### src/rtl/cic_channel_scheduler.sv
// Time-division scheduler for the shared multichannel CIC integrator chain.
// It round-robins channel samples onto one integrator datapath. It also runs
// the prime / arm / park strobe sequence the integrator sections need around
// every start and stop.
module cic_channel_scheduler #(
    parameter int MIDDLE_WIDTH          = 37,
    parameter int CIC_MAX_CHANNELS      = 16,
    parameter int CIC_CONFIG_DATA_WIDTH = 16,
    parameter int STROBE_LOW            = 1,
    parameter int PRIME_STROBES         = 2
) (
    input  logic                                     CLK,
    input  logic                                     nRST,
    input  logic                                     Cfg_Start,
    input  logic                                     Cfg_Stop,
    input  logic [CIC_CONFIG_DATA_WIDTH-1:0]         Cfg_NumSecs,
    input  logic [CIC_MAX_CHANNELS-1:0]              Cfg_ChMask,
    input  logic [CIC_MAX_CHANNELS-1:0]              Ch_Req,
    input  logic [CIC_MAX_CHANNELS*MIDDLE_WIDTH-1:0] Ch_Data,
    output logic [CIC_MAX_CHANNELS-1:0]              Ch_Ack,
    output logic signed [MIDDLE_WIDTH-1:0]           Sec_Data,
    output logic                                     Sec_Valid,
    output logic [3:0]                               Sec_ChIdx,
    output logic [2:0]                               Sec_StateIdx,
    output logic [CIC_CONFIG_DATA_WIDTH-1:0]         Sec_NumSecs,
    output logic                                     Busy
);

    typedef enum logic [2:0] {S_IDLE, S_PRIME, S_ARM, S_RUN, S_PARK} state_t;

    localparam logic [3:0] LOW_SAT  = 4'(STROBE_LOW);
    localparam logic [2:0] PRIME_N  = 3'(PRIME_STROBES);
    localparam logic [2:0] ST_HOLD  = 3'd0;
    localparam logic [2:0] ST_RUN   = 3'd3;

    state_t                      state;
    logic [CIC_MAX_CHANNELS-1:0] mask;
    logic [3:0]                  ptr;
    logic [3:0]                  low_cnt;   // low cycles since last strobe, saturates
    logic [2:0]                  prime_cnt; // PRIME strobes issued so far
    logic                        stop_l;
    logic                        boundary;
    logic                        stop_now;
    logic                        gnt_found;
    logic [3:0]                  gnt_idx;
    logic [4:0]                  cand;
    logic [15:0]                 elig;
    logic [15:0]                 gnt_onehot;
    logic [MIDDLE_WIDTH-1:0]     ch_data_a [16];

    // Unpack per-channel lanes into a fixed 16-entry view; absent lanes are inert.
    for (genvar g = 0; g < 16; g++) begin : g_lane
        if (g < CIC_MAX_CHANNELS) begin : g_on
            assign ch_data_a[g] = Ch_Data[g*MIDDLE_WIDTH +: MIDDLE_WIDTH];
            assign elig[g]      = Ch_Req[g] & mask[g];
        end else begin : g_off
            assign ch_data_a[g] = '0;
            assign elig[g]      = 1'b0;
        end
    end

    // A slot boundary is the first cycle a new strobe may rise.
    assign boundary   = !Sec_Valid && (low_cnt >= LOW_SAT);
    assign stop_now   = stop_l | Cfg_Stop;
    assign gnt_onehot = 16'd1 << gnt_idx;

    // Round-robin search from ptr+1; scanning backwards lets the nearest eligible win.
    always_comb begin
        gnt_found = 1'b0;
        gnt_idx   = '0;
        cand      = '0;
        for (int k = CIC_MAX_CHANNELS; k >= 1; k--) begin
            cand = {1'b0, ptr} + 5'(k);
            if (cand >= 5'(CIC_MAX_CHANNELS))
                cand = cand - 5'(CIC_MAX_CHANNELS);
            if (elig[cand[3:0]]) begin
                gnt_found = 1'b1;
                gnt_idx   = cand[3:0];
            end
        end
    end

    // Sequencer FSM with strobe generator; each state is entered on the cycle
    // its (first) strobe is launched, so ARM means the ARM strobe is in flight.
    always_ff @(posedge CLK or negedge nRST) begin
        if (!nRST) begin
            state        <= S_IDLE;
            Sec_Valid    <= 1'b0;
            Ch_Ack       <= '0;
            Sec_Data     <= '0;
            Sec_ChIdx    <= '0;
            Sec_StateIdx <= '0;
            Sec_NumSecs  <= '0;
            Busy         <= 1'b0;
            ptr          <= '0;
            mask         <= '0;
            stop_l       <= 1'b0;
            low_cnt      <= LOW_SAT;
            prime_cnt    <= '0;
        end else begin
            Ch_Ack <= '0;
            if (Sec_Valid) begin
                Sec_Valid <= 1'b0;
                low_cnt   <= 4'd1;
            end else if (low_cnt < LOW_SAT) begin
                low_cnt <= low_cnt + 4'd1;
            end

            case (state)
                S_IDLE: begin
                    // The low phase is always complete in IDLE, so the first
                    // PRIME strobe launches together with the start.
                    if (Cfg_Start) begin
                        Sec_NumSecs  <= Cfg_NumSecs;
                        mask         <= Cfg_ChMask;
                        ptr          <= '0;
                        stop_l       <= 1'b0;
                        Busy         <= 1'b1;
                        Sec_Valid    <= 1'b1;
                        Sec_Data     <= '0;
                        Sec_ChIdx    <= '0;
                        Sec_StateIdx <= ST_HOLD;
                        prime_cnt    <= 3'd1;
                        state        <= S_PRIME;
                    end
                end
                S_PRIME, S_ARM, S_RUN: begin
                    if (Cfg_Stop)
                        stop_l <= 1'b1;
                    if (boundary) begin
                        if (stop_now) begin
                            stop_l       <= 1'b0;
                            Sec_Valid    <= 1'b1;
                            Sec_Data     <= '0;
                            Sec_ChIdx    <= '0;
                            Sec_StateIdx <= ST_HOLD;
                            state        <= S_PARK;
                        end else if (state == S_PRIME) begin
                            Sec_Valid <= 1'b1;
                            Sec_Data  <= '0;
                            Sec_ChIdx <= '0;
                            if (prime_cnt < PRIME_N) begin
                                Sec_StateIdx <= ST_HOLD;
                                prime_cnt    <= prime_cnt + 3'd1;
                            end else begin
                                Sec_StateIdx <= ST_RUN;
                                state        <= S_ARM;
                            end
                        end else begin
                            state <= S_RUN;
                            if (gnt_found) begin
                                Sec_Valid    <= 1'b1;
                                Sec_Data     <= ch_data_a[gnt_idx];
                                Sec_ChIdx    <= gnt_idx;
                                Sec_StateIdx <= ST_RUN;
                                Ch_Ack       <= gnt_onehot[CIC_MAX_CHANNELS-1:0];
                                ptr          <= gnt_idx;
                            end
                        end
                    end
                end
                S_PARK: begin
                    if (boundary) begin
                        state  <= S_IDLE;
                        Busy   <= 1'b0;
                        stop_l <= 1'b0;
                    end
                end
                default: state <= S_IDLE;
            endcase
        end
    end

endmodule

### config.mk
export PLATFORM = sky130hd
export DESIGN_NAME = cic_channel_scheduler
export DESIGN_NICKNAME = d
export VERILOG_FILES = /design/src/rtl/cic_channel_scheduler.sv
export SDC_FILE = /design/constraint.sdc
export NUM_CORES = 1
export LEC_CHECK = 0
export BUFFER_PORTS_ARGS = -buffer_cell sky130_fd_sc_hd__buf_4
export CAP_MARGIN = 15
export CORE_AREA = 2 2 284 286
export CTS_BUF_LIST = sky130_fd_sc_hd__clkbuf_8
export CTS_CLUSTER_DIAMETER = 80
export DETAILED_ROUTE_END_ITERATION = 10
export DIE_AREA = 0 0 286 288
export SLEW_MARGIN = 20
export SYNTH_ARGS = -nofsm -noshare
export SYNTH_HDL_FRONTEND = slang
export SYNTH_SLANG_ARGS = --single-unit
### constraint.sdc
create_clock -name CLK -period 5.7 [get_ports CLK]
set_input_delay 0.285 -clock CLK [delete_from_list [all_inputs] [get_ports CLK]]
set_output_delay 0.285 -clock CLK [all_outputs]
set_load 0.05 [all_outputs]
==> flow_metrics.tcl <==
set metrics [dict create \
    postSynthCellCount 1588 \
    cts_sinks 107 \
    area_growth_pct 59.7 \
    grt_pass1_wl_um 109000 \
    drt-total-wl_um 80600 \
    synthArstFlopShare 1.00 \
    clkTransAtPathRegs_ns 0.15 \
    skew_ns 0.0184 \
    period_needed_ns 5.37 \
    worst_slew_pin_slew_ns 1.09 \
    fp.dieW_um 286 \
    yosysSeqAreaShare 0.222 \
    hold_viol 0 \
    start_kind "register" \
    synth-main-ff-cell "dfrtp_1" \
    final.setup.tns_ns 0 \
    slew_headroom 0.269 \
    antenna_found_initial 28 \
    final_cell_mix "761 x buf_4, 509 x nand2_1, 130 x mux2i_1" \
    ys_ff_latch 107 \
    cts_tree "done" \
    nFillCells 8827 \
    avgSynthCellArea_um2 7.59 \
    fp-row-count 104 \
    min_path_cells 3 \
    viasPerCell 4.74 \
    die-area_um2 82400 \
    htree_levels 3 \
    routedWlPerCell_um 24.2 \
    io_pins 722 \
    r2r_cells 15 \
    arrival_ns 5.72 \
    path_class "reg2reg" \
    start_util 0.151 \
    core_area_um2 79600 \
    ctsLongestPathBuffers 2 \
    final_nets 2920 \
    hold_class "in2reg" \
    finalSetupViolations 0 \
    post_cts_buffers 0 \
    layout_commonest_cell "buf_4" \
    min_period_over_period 0.942 \
    dp_hpwl_um 66400 \
    cts_buffers 9 \
    yosys.area.top_type "dfrtp_1" \
    die_h_um 288 \
    clk_latency_ns 0.48 \
    cap_violations 0 \
    netlist.area_leader.share 0.220 \
    drc 0 \
    portBuffers 720 \
    synthTopCellsByArea "dfrtp_1 22%, nand2_1 16%, mux2i_1 11%" \
    worst_setup_path_end_kind "register" \
    rsz0062_at_grt "false" \
    status "finished clean" \
    first_iter_violations 1700 \
    clock.fmax_mhz 186 \
    grt_max_degree 113 \
    synth_area_um2 12100 \
    grt_pass1_vias 14967 \
    required_ns 6.05 \
    final_antenna_net_count 0 \
    root_buffer "clkbuf_8" \
    place_congestion 0.965 \
    grt_overflow 0 \
    drv_slew 0 \
    synth.distinct_cells 82 \
    routed-via-count 15798 \
    grtUsageTotal 0.184 \
    critPathMaxFanout 112 \
    drive_above_1_share 0.390 \
    synth_edf_count 0 \
    synth_fp_nets 2243 \
    yosysWarnings 0 \
    firstDrtPassIters 6 \
]
[layout make-up]
cell class              instances  area, um2  share of cell area
diodes                          6       15.0            0.000780
clock inverters                 7       93.8             0.00487
inverters                      17       63.8             0.00331
well taps                    1060       1330              0.0689
flip-flops and latches        107       2680               0.139
repair buffers                805       6250               0.325
multi-input cells            1325       8700               0.452
clock buffers                   9        124             0.00643
[cells by family (layout without fill, tap and decap cells)]
kind of cell    count (synthesis)  in the layout  synth area share
compound gates                387            387             0.234
xor+xnor                       14             14            0.0114
fa+ha+maj                      11             11            0.0114
buf+inv                       156            838            0.0604
flops                         107            107             0.222
mux                           205            205             0.206
other cells                     1              7          0.000311
simple gates                  707            707             0.254
[per-layer routing]
metal | GRT usage | up-vias | wire, um
met5 | 0 | - | 140
met4 | 0.0568 | 22 | 2220
met3 | 0.0498 | 109 | 7570
met2 | 0.288 | 929 | 36700
met1 | 0.246 | 7509 | 34000
li1 | - | 7229 | -
[cells in the mapped netlist, drive strengths merged, types with 29 or more instances]
library cell	number
a22oi	43
a32oi	95
buf	78
nand3b	29
clkbuf	61
nand2	509
nand4	30
nor2	47
mux2	44
dfrtp	106
a21oi	94
a221oi	35
mux2i	136
[through the flow]
stage / setup slack (ns) / cells / utilization / hold slack, ns / cell area [um2]
2_1_floorplan: 1.23 / 1588 / - / -0.0106 / 12100
3_3_place_gp: 0.371 / 3281 / 0.235 / 0.382 / 18700
3_5_place_dp: 0.396 / 3281 / 0.235 / 0.382 / 18700
4_1_cts: 0.352 / 3330 / 0.242 / 0.0277 / 19200
5_1_grt: 0.0426 / 3334 / 0.242 / 0.0761 / 19200
6_report: 0.330 / 3336 / 0.242 / 0.0872 / 19300
[registers in the layout, summed over array words and instances (netlist names)]
name,cells
Busy,1
Ch_Ack,16
Sec_ChIdx,4
Sec_Data,37
Sec_NumSecs,16
Sec_StateIdx,1
Sec_Valid,1
low_cnt,4
mask,16
prime_cnt,3
ptr,4
state,3
stop_l,1
[worst paths after layout]
check	end	slack [ns]	start
max	Sec_Data[3]	0.33	ptr[0]
min	state[2]	0.09	Cfg_Stop
max reg2reg	Sec_Data[3]	0.33	ptr[0]
min reg2reg	Sec_ChIdx[3]	0.50	Sec_ChIdx[3]
max in group asynchronous	Sec_Data[33]	4.10	nRST
min in group asynchronous	mask[0]	0.39	nRST
[repair_timing]
action,4_1_cts,5_1_grt
endpoints found under the hold margin,97,0
hold buffers,33,0
gates resized for setup,0,0
[worst max-delay path, stage by stage (launching register included)]
cell and delay (ns):
dfrtp_1 0.37, buf_4 0.50, ha_1 0.48, xnor2_1 0.33
mux4_2 0.46, mux2i_2 0.44, nor2_1 0.13, o311a_1 0.39
o31ai_2 0.48, nor2_4 0.12, buf_12 0.16, buf_12 0.16
a21oi_1 0.29, a32oi_1 0.10, a22oi_1 0.45, a22oi_1 0.13
Power is not shown: default switching activity piles up to over one toggle a cycle in this logic, so the estimate is an artifact.
